**config.mk**
```make
export PLATFORM = sky130hd
export DESIGN_NAME = int_ctrl_mod
export DESIGN_NICKNAME = d
export VERILOG_FILES = /design/src/rtl/int_ctrl_mod.sv
export SDC_FILE = /design/constraint.sdc
export NUM_CORES = 1
export LEC_CHECK = 0
export ABC_AREA = 1
export CAP_MARGIN = 20
export CELL_PAD_IN_SITES_DETAIL_PLACEMENT = 1
export CELL_PAD_IN_SITES_GLOBAL_PLACEMENT = 2
export CORE_ASPECT_RATIO = 0.75
export CORE_MARGIN = 1
export CORE_UTILIZATION = 23
export CTS_CLUSTER_SIZE = 10
export DETAILED_ROUTE_END_ITERATION = 7
export HOLD_SLACK_MARGIN = 0.08
export PLACE_DENSITY_LB_ADDON = 0.1
export SYNTH_ARGS = -nofsm -noshare
export SYNTH_HDL_FRONTEND = slang
export SYNTH_SLANG_ARGS = --single-unit
```
**constraint.sdc**
```tcl
create_clock -name clock -period 1.45 [get_ports clock]
set_input_delay 0.145 -clock clock [delete_from_list [all_inputs] [get_ports clock]]
set_output_delay 0.145 -clock clock [all_outputs]
set_load 0.05 [all_outputs]
```
**src/rtl/int_ctrl_mod.sv**
```systemverilog
// -----------------------------------------------------------------------------
// int_ctrl_mod
//   Interrupt controller. Latches peripheral request edges into IF and masks
//   them with IE. When IME is set, it raises a dispatch request at an
//   instruction boundary and hands the 3-bit vector (0..4) to the PC block,
//   which jumps to 0x0040 + 8*vector.
//
// Ports
//   clock          system clock, all state changes on posedge
//   reset          asynchronous active-low reset
//   irq[4:0]       peripheral request levels (VBlank, STAT, Timer, Serial, Joypad)
//   addr_bus       CPU address, decoded for IF/IE access
//   data_bus       CPU write data
//   mem_write      CPU write strobe
//   ei, di, reti   one-cycle pulses from the decoder
//   instr_boundary pulse on the last cycle of every instruction
//   int_ack        control unit accepts the outstanding request
//   int_req        dispatch requested (registered)
//   int_pc_out     latched vector, stable for the whole request
//   reg_rdata      IF/IE read data, combinational from addr_bus
//   reg_hit        addr_bus selects IF or IE
//   ime            interrupt master enable
//   wake           any enabled flag pending, regardless of IME (HALT exit)
// -----------------------------------------------------------------------------
module int_ctrl_mod #(
  parameter logic [15:0] IF_ADDR = 16'hFF0F,
  parameter logic [15:0] IE_ADDR = 16'hFFFF
) (
  input  logic        clock,
  input  logic        reset,
  input  logic [4:0]  irq,
  input  logic [15:0] addr_bus,
  input  logic [7:0]  data_bus,
  input  logic        mem_write,
  input  logic        ei,
  input  logic        di,
  input  logic        reti,
  input  logic        instr_boundary,
  input  logic        int_ack,
  output logic        int_req,
  output logic [2:0]  int_pc_out,
  output logic [7:0]  reg_rdata,
  output logic        reg_hit,
  output logic        ime,
  output logic        wake
);

  typedef enum logic [0:0] {IDLE, REQ} state_t;

  state_t     state;
  logic [4:0] if_reg;
  logic [7:0] ie_reg;
  logic [4:0] irq_prev;
  logic       ime_pending;

  logic [4:0] pending;
  logic [2:0] vector;
  logic [4:0] if_next;
  logic       ime_next;
  logic       ime_pending_next;
  logic       if_sel;
  logic       ie_sel;
  logic       ack_take;

  assign if_sel   = (addr_bus == IF_ADDR);
  assign ie_sel   = (addr_bus == IE_ADDR);
  assign reg_hit  = if_sel | ie_sel;
  assign pending  = if_reg & ie_reg[4:0];
  assign wake     = |pending;
  assign ack_take = (state == REQ) && int_ack;

  // Fixed priority: bit 0 (VBlank) wins, so scan high-to-low and let the
  // lowest set bit be the last assignment.
  // NOTE: every combinational output gets a default first so no latch is inferred.
  always_comb begin
    vector = 3'd0;
    for (int i = 4; i >= 0; i--) begin
      if (pending[i]) vector = 3'(i);
    end
  end

  always_comb begin
    reg_rdata = 8'hFF;
    if (if_sel)      reg_rdata = {3'b111, if_reg};
    else if (ie_sel) reg_rdata = ie_reg;
  end

  // IF update, lowest precedence first so later lines override:
  // ack clear, then CPU write, then rising-edge set.
  always_comb begin
    if_next = if_reg;
    if (ack_take)             if_next[int_pc_out] = 1'b0;
    if (mem_write && if_sel)  if_next = data_bus[4:0];
    if_next = if_next | (irq & ~irq_prev);
  end

  // IME update. ime_pending is sampled as a register, so an ei pulse cannot
  // be promoted by a boundary in the same cycle; the instruction after EI
  // always completes uninterrupted. di has the final word.
  always_comb begin
    ime_next         = ime;
    ime_pending_next = ime_pending;
    if (instr_boundary && ime_pending) begin
      ime_next         = 1'b1;
      ime_pending_next = 1'b0;
    end
    if (ei)   ime_pending_next = 1'b1;
    if (reti) ime_next         = 1'b1;
    if (ack_take || di) begin
      ime_next         = 1'b0;
      ime_pending_next = 1'b0;
    end
  end

  // NOTE: sequential state uses non-blocking assignments so every register
  // samples the pre-edge values regardless of statement order.
  always_ff @(posedge clock or negedge reset) begin
    if (!reset) begin
      state       <= IDLE;
      if_reg      <= 5'd0;
      ie_reg      <= 8'd0;
      irq_prev    <= 5'd0;
      ime         <= 1'b0;
      ime_pending <= 1'b0;
      int_req     <= 1'b0;
      int_pc_out  <= 3'd0;
    end else begin
      irq_prev    <= irq;
      if_reg      <= if_next;
      ime         <= ime_next;
      ime_pending <= ime_pending_next;
      if (mem_write && ie_sel) ie_reg <= data_bus;

      unique case (state)
        IDLE: begin
          // int_ack here is stale or spurious and is ignored.
          if (instr_boundary && ime && (pending != 5'd0)) begin
            int_pc_out <= vector;
            int_req    <= 1'b1;
            state      <= REQ;
          end
        end
        REQ: begin
          // Vector is held; no re-arbitration while the request is out.
          if (int_ack || di || (pending == 5'd0)) begin
            int_req <= 1'b0;
            state   <= IDLE;
          end
        end
        default: begin
          int_req <= 1'b0;
          state   <= IDLE;
        end
      endcase
    end
  end

endmodule

```
==> impl_metrics.tcl, run 1 <==
set metrics [dict create \
    outcome "finished clean" \
    worstSetupPathType "register to output pin" \
    syn_area_per_cell_um2 7.29 \
    dieArea_um2 6210 \
    wl_per_cell_um 12.1 \
    cts-root-buf "clkbuf_8" \
    dp_slack_ps -217 \
    core_um2 5500 \
    crit_path_top_delay_cell "dfrtp_1" \
    synth_nets 223 \
    via_count 1367 \
    post-dp-hpwl_um 3200 \
    diodes 0 \
    pwr-share-comb_pct 12.9 \
    synthCells 186 \
    h-tree-depth 1 \
    p_per_area_nw_per_um2 587 \
    final-setup-viol-count 0 \
    internal_power_mw 1.00 \
    grt.overflow.total 0 \
    yosysTopAreaCellShare_pct 46.2 \
    cap_violations 0 \
    routed_via_density 4.12 \
    clk_pin_slew_ps 90 \
    cp_cell_sequence "nand2_2, nand2_1, nor2_2, nand2_2, buf_6" \
    cts_buffers 3 \
    insertion_delay_ps 280 \
    ys_ff_latch 25 \
    grt_pass1_vias 1382 \
    ys_seq_area_share_pct 46.2 \
    grt_antenna_before_repair 0 \
    finalHoldViolCount 0 \
    rows 23 \
    cp_max_fo 3 \
    crit_top_cell "nand2_2" \
    power.net_switching_mw 0.328 \
    drt_pre_antenna_iters 4 \
    ir_drop_uv 490 \
    crit_buf_inv 1 \
    grt_pass1_wl_um 6780 \
    switching_share_pct 24.6 \
    die_x_um 90.6 \
    postRouteAntennaNets 0 \
    yosysMostFrequentCell "nand2_1" \
    drive_above_1_share_pct 30.7 \
    pwr-share-clk_pct 33.6 \
    slew_headroom_pct 77.3 \
    rsz0062_at_grt "true" \
    worst_ep_required_time_ps 1310 \
    r2r-start "if_reg[0]" \
    ys.flop_type "dfrtp_1" \
    p_seq_share_pct 53.5 \
    crit_family "flip-flops" \
    r2r-end "state" \
    fp.dieH_um 68.5 \
    p_leak_nw 1.14 \
    r2r_slack_ps 280 \
    power_mw 1.33 \
    synth_edf_count 0 \
    timing.hold.ws_ps 228 \
    finalMaxSlewViolations 0 \
    ys_types 20 \
    synth_async_sr_flop_share_pct 100 \
    critPathArrivalTime_ps 1240 \
    clock_sinks 25 \
    grt_max_degree 26 \
    clockBufferDepth 2 \
    syn_area_um2 1360 \
    fill_cells 688 \
    tightest_slew_ps 340 \
    fmax_mhz 723 \
    synth_area_leaders "dfrtp_1 46%, nand2_1 19%, inv_1 8.0%" \
    area_growth_pct 67.3 \
    num-nets-final 295 \
    setup_ws_ps 67.3 \
    track_usage_pct 14.4 \
    period_needed_ps 1380 \
    drt-initial-drc-count 29 \
    worstSetupStartpointType "register" \
    start_util_pct 24.7 \
    port_buffers 51 \
    ys_top_cells_by_count "69 x nand2_1, 29 x inv_1, 25 x dfrtp_1, 18 x nand3_1, 11 x nor2_1" \
    end_kind "output pin" \
    design.portCount 52 \
    reg2reg_depth 6 \
    max_stage_delay_ps 420 \
    gp_congestion 0.749 \
    largest_reg_flops 8 \
    wirelength_um 4030 \
    fin_skew_ps 2.94 \
    synth_top_area_cell "dfrtp_1" \
    fin_crit_sh_pct 95.4 \
    cts_tree "done" \
    hp-class "input pin to async pin" \
    synth.yosys.warnings 0 \
    route.detailed.drc 0 \
]
==> worst max path at each step <==
| stage | slack, ps | start | to | depth (start not counted) |
|---|---|---|---|---|
| 6_report | 70 | if_reg[0] | wake | 5 |
| 2_1_floorplan | 20 | if_reg[3] | state | 6 |
| 4_1_cts | 9 | if_reg[2] | wake | 5 |
| 3_5_place_dp | -220 | addr_bus[14] | ie_reg[5] | 9 |
| 5_1_grt | -20 | if_reg[2] | wake | 5 |
| 3_3_place_gp | -210 | addr_bus[14] | ie_reg[7] | 9 |
==> layer usage <==
metal,wire [µm],track usage [%]
met5,0,0
met1,2160,20.5
met3,124,3.22
met4,50,4.84
met2,1690,21.5
==> per-stage QoR <==
stage	setup TNS [ps]	area, µm²	std cells	util [%]
floorplan	0	1360	186	-
global placement	-3980	2110	320	38.4
detailed placement	-4040	2110	320	38.4
CTS	0	2220	329	40.4
global route	-21.6	2270	332	41.2
finish	0	2270	332	41.2
==> layout by cell type (no fill, tap or decap) <==
cell | netlist | routed
o22a_1 | 1 | 1
or2_2 | 1 | 1
inv_2 | 0 | 5
dfrtp_1 | 25 | 25
nand2_4 | 1 | 1
clkbuf_2 | 0 | 4
nor2_2 | 2 | 5
clkbuf_8 | 0 | 3
buf_12 | 0 | 10
clkdlybuf4s50_1 | 0 | 20
o21ai_4 | 0 | 1
nand4_1 | 5 | 5
buf_4 | 0 | 20
a31oi_1 | 3 | 3
o21ai_1 | 5 | 1
a21oi_1 | 4 | 4
nand2_1 | 69 | 56
nand2_2 | 2 | 16
inv_1 | 29 | 24
nand3_2 | 1 | 2
dlygate4sd2_1 | 0 | 8
buf_6 | 2 | 3
o21ai_2 | 1 | 4
nor2_1 | 11 | 7
o21ai_0 | 3 | 3
clkdlybuf4s15_1 | 0 | 4
nor2_4 | 2 | 3
inv_6 | 0 | 1
nand3_1 | 18 | 17
==> power by group through the flow <==
stage	Sequential [mW]	Combinational [mW]	Clock, mW
final	0.712	0.171	0.447
after global routing	0.714	0.192	0.498
after CTS	0.712	0.170	0.470
after detailed placement	0.726	0.182	0
after global placement	0.726	0.180	0
after floorplan	0.734	0.0347	0
==> area by class of cell <==
cell class / count / area [µm²] / share of cell area [%]
Sequential cell: 25 / 626 / 27.6
Tap cell: 75 / 93.8 / 4.14
Inverter: 29 / 109 / 4.80
Clock inverter: 1 / 8.76 / 0.386
Multi-Input combinational cell: 130 / 674 / 29.7
Clock buffer: 3 / 41.3 / 1.82
Timing Repair Buffer: 69 / 714 / 31.5
==> logic make-up (layout without fill, tap and decap cells) <==
group | after synthesis | count (layout) | synth area share [%]
compound gates | 17 | 17 | 7.11
simple gates | 112 | 113 | 36.7
flops | 25 | 25 | 46.2
buf+inv | 32 | 102 | 10.1
==> worst reg2reg max path: cells and delay by family (launching register included) <==
kind	cells	cell delay, ps
and+or+nand+nor	5	520
AOI/OAI and AO/OA	1	100
DFF	1	420
==> repair_timing <==
action                                  4_1_cts  5_1_grt
endpoints found under the setup margin       10       10
resized for setup                            33       26
buffers inserted                              4        3
hold buffers                                  0        0
pin swaps                                    17       17
gates cloned                                  1        0
No activity file was read; power rests on OpenSTA's default activity.
==> run 2: changes to the inputs <==
Settings changed: ABC_CLOCK_PERIOD_IN_PS from default to 1450, CAP_MARGIN 20 to 15.
==> results of run 2 <==
Same layout as run 1: the final DEF is identical, and so are final timing and power.
==> run 3: changes to the inputs <==
Settings changed: CORE_ASPECT_RATIO 0.75 to default, TNS_END_PERCENT from default to 5.
==> impl_metrics.tcl, run 3 (synthesis results as in run 1) <==
set metrics [dict create \
    post-dp-hpwl_um 3150 \
    grt_antenna_before_repair 0 \
    max_stage_delay_ps 430 \
    r2r_slack_ps 250 \
    grt_pass1_wl_um 6920 \
    num-nets-final 298 \
    grt_max_degree 26 \
    drt_pre_antenna_iters 4 \
    hold_buffers 0 \
    worstSetupStartpointType "register" \
    crit_top_cell "nand2_2" \
    period_needed_ps 1380 \
    gp_congestion 0.686 \
    wirelength_um 4020 \
    fmax_mhz 724 \
    crit_family "flip-flops" \
    switching_share_pct 24.4 \
    design.portCount 52 \
    cts_buffers 3 \
    area_growth_pct 68.1 \
    crit_end "wake" \
    dp_slack_ps -191 \
    p_seq_share_pct 54.2 \
    final_cell_mix "54 x nand2_1, 25 x dfrtp_1, 25 x buf_4" \
    reg2reg_depth 6 \
    drive_above_1_share_pct 30.0 \
    worstSetupPathDepth 5 \
    route.detailed.drc 0 \
    start_util_pct 24.2 \
    diodes 0 \
    pwr-share-clk_pct 32.8 \
    utilization_pct 40.6 \
    crit_buf_inv 1 \
    finalHoldViolCount 0 \
    cp_cell_sequence "nand2_2, nand2_2, nor2_4, nand2_2, buf_6" \
    grt.overflow.total 0 \
    wl_per_cell_um 12.1 \
    fin_crit_sh_pct 95.2 \
    slew_headroom_pct 77.8 \
    critPathLaunch "ie_reg[2]" \
    critPathArrivalTime_ps 1240 \
    setup_ws_ps 69.2 \
    via_count 1403 \
    fp.dieH_um 78.8 \
    tightest_slew_ps 333 \
    insertion_delay_ps 280 \
    p_leak_nw 1.16 \
    cts-root-buf "clkbuf_8" \
    outcome "finished clean" \
    clockBufferDepth 2 \
    worst_ep_required_time_ps 1310 \
    routed_via_density 4.23 \
    pwr-share-comb_pct 13.1 \
    r2r-end "state" \
    p_per_area_nw_per_um2 577 \
    timing.hold.ws_ps 228 \
    layout_commonest_cell "nand2_1" \
    clk_pin_slew_ps 90 \
    port_buffers 51 \
    internal_power_mw 0.994 \
    fin_cells 332 \
    placed_area_um2 2100 \
    cap_violations 0 \
    track_usage_pct 14.4 \
    grt_pass1_vias 1490 \
    cp_max_fo 3 \
    worstSetupPathType "register to output pin" \
    power_mw 1.31 \
    clock_sinks 25 \
    rsz0062_at_grt "true" \
    largest_reg_flops 8 \
    dieArea_um2 6200 \
    postRouteAntennaNets 0 \
    h-tree-depth 1 \
    power.net_switching_mw 0.321 \
    final-setup-viol-count 0 \
    r2r-start "ie_reg[2]" \
    dp_cells 318 \
    rows 27 \
    crit_path_top_delay_cell "dfrtp_1" \
    design_area_um2 2280 \
    drt-initial-drc-count 39 \
    die_x_um 78.8 \
    fin_skew_ps 3.03 \
    tns_ps 0 \
    core_um2 5610 \
    ir_drop_uv 267 \
    cts_tree "done" \
    hp-class "input pin to async pin" \
    end_kind "output pin" \
    finalMaxSlewViolations 0 \
]
run 3: changes by cell type in the layout (fill, tap and decap cells not counted), sizes merged:
cell	previous run	this run
clkinv	0	1
clkbuf	7	4
clkdlybuf4s15	4	7
buf	33	36
inv	30	29
run 3: worst register-to-register path, cell delays in order, from the launching register on:
cell and delay [ps]:
dfrtp_1 430, nand2_2 110, nand2_2 70, nor2_4 120, nand2_2 80, nand2_1 150
o21ai_0 120
run 3: layer usage:
layer	track usage [%]	part of all wire, %
met1	19.5	49
met2	23.2	46
met3	2.07	3.6
met4	5.00	1.4
met5	0	0
run 3: how the worst min path moves through the flow:
stage / start / endpoint / slack, ps / cells past startpoint
global route: reset / int_req / 260 / 2
CTS: reset / int_req / 240 / 2
floorplan: reset / ie_reg[0] / -150 / 0
global placement: ie_reg[5] / ie_reg[5] / 460 / 2
finish: reset / int_req / 230 / 2
detailed placement: ie_reg[7] / ie_reg[7] / 460 / 2
run 3: timing repair:
item	in CTS	in global routing
gates cloned	1	0
resized for setup	37	17
setup buffers	2	7
pin swaps	16	14
endpoints found under the setup margin	10	10
run 3: final cells by class:
type,instances,area [µm²]
fillers,691,3330
repair buffers,72,736
multi-input cells,130,671
flip-flops and latches,25,626
inverters,29,109
well taps,72,90.1
clock buffers,3,41.3
clock inverters,1,5.00
run 3: power groups by stage:
stage	registers (mW)	clock network (mW)	logic (mW)
finish	0.712	0.431	0.172
floorplan	0.734	0	0.0347
global placement	0.726	0	0.179
detailed placement	0.726	0	0.181
CTS	0.712	0.455	0.170
global route	0.713	0.469	0.190
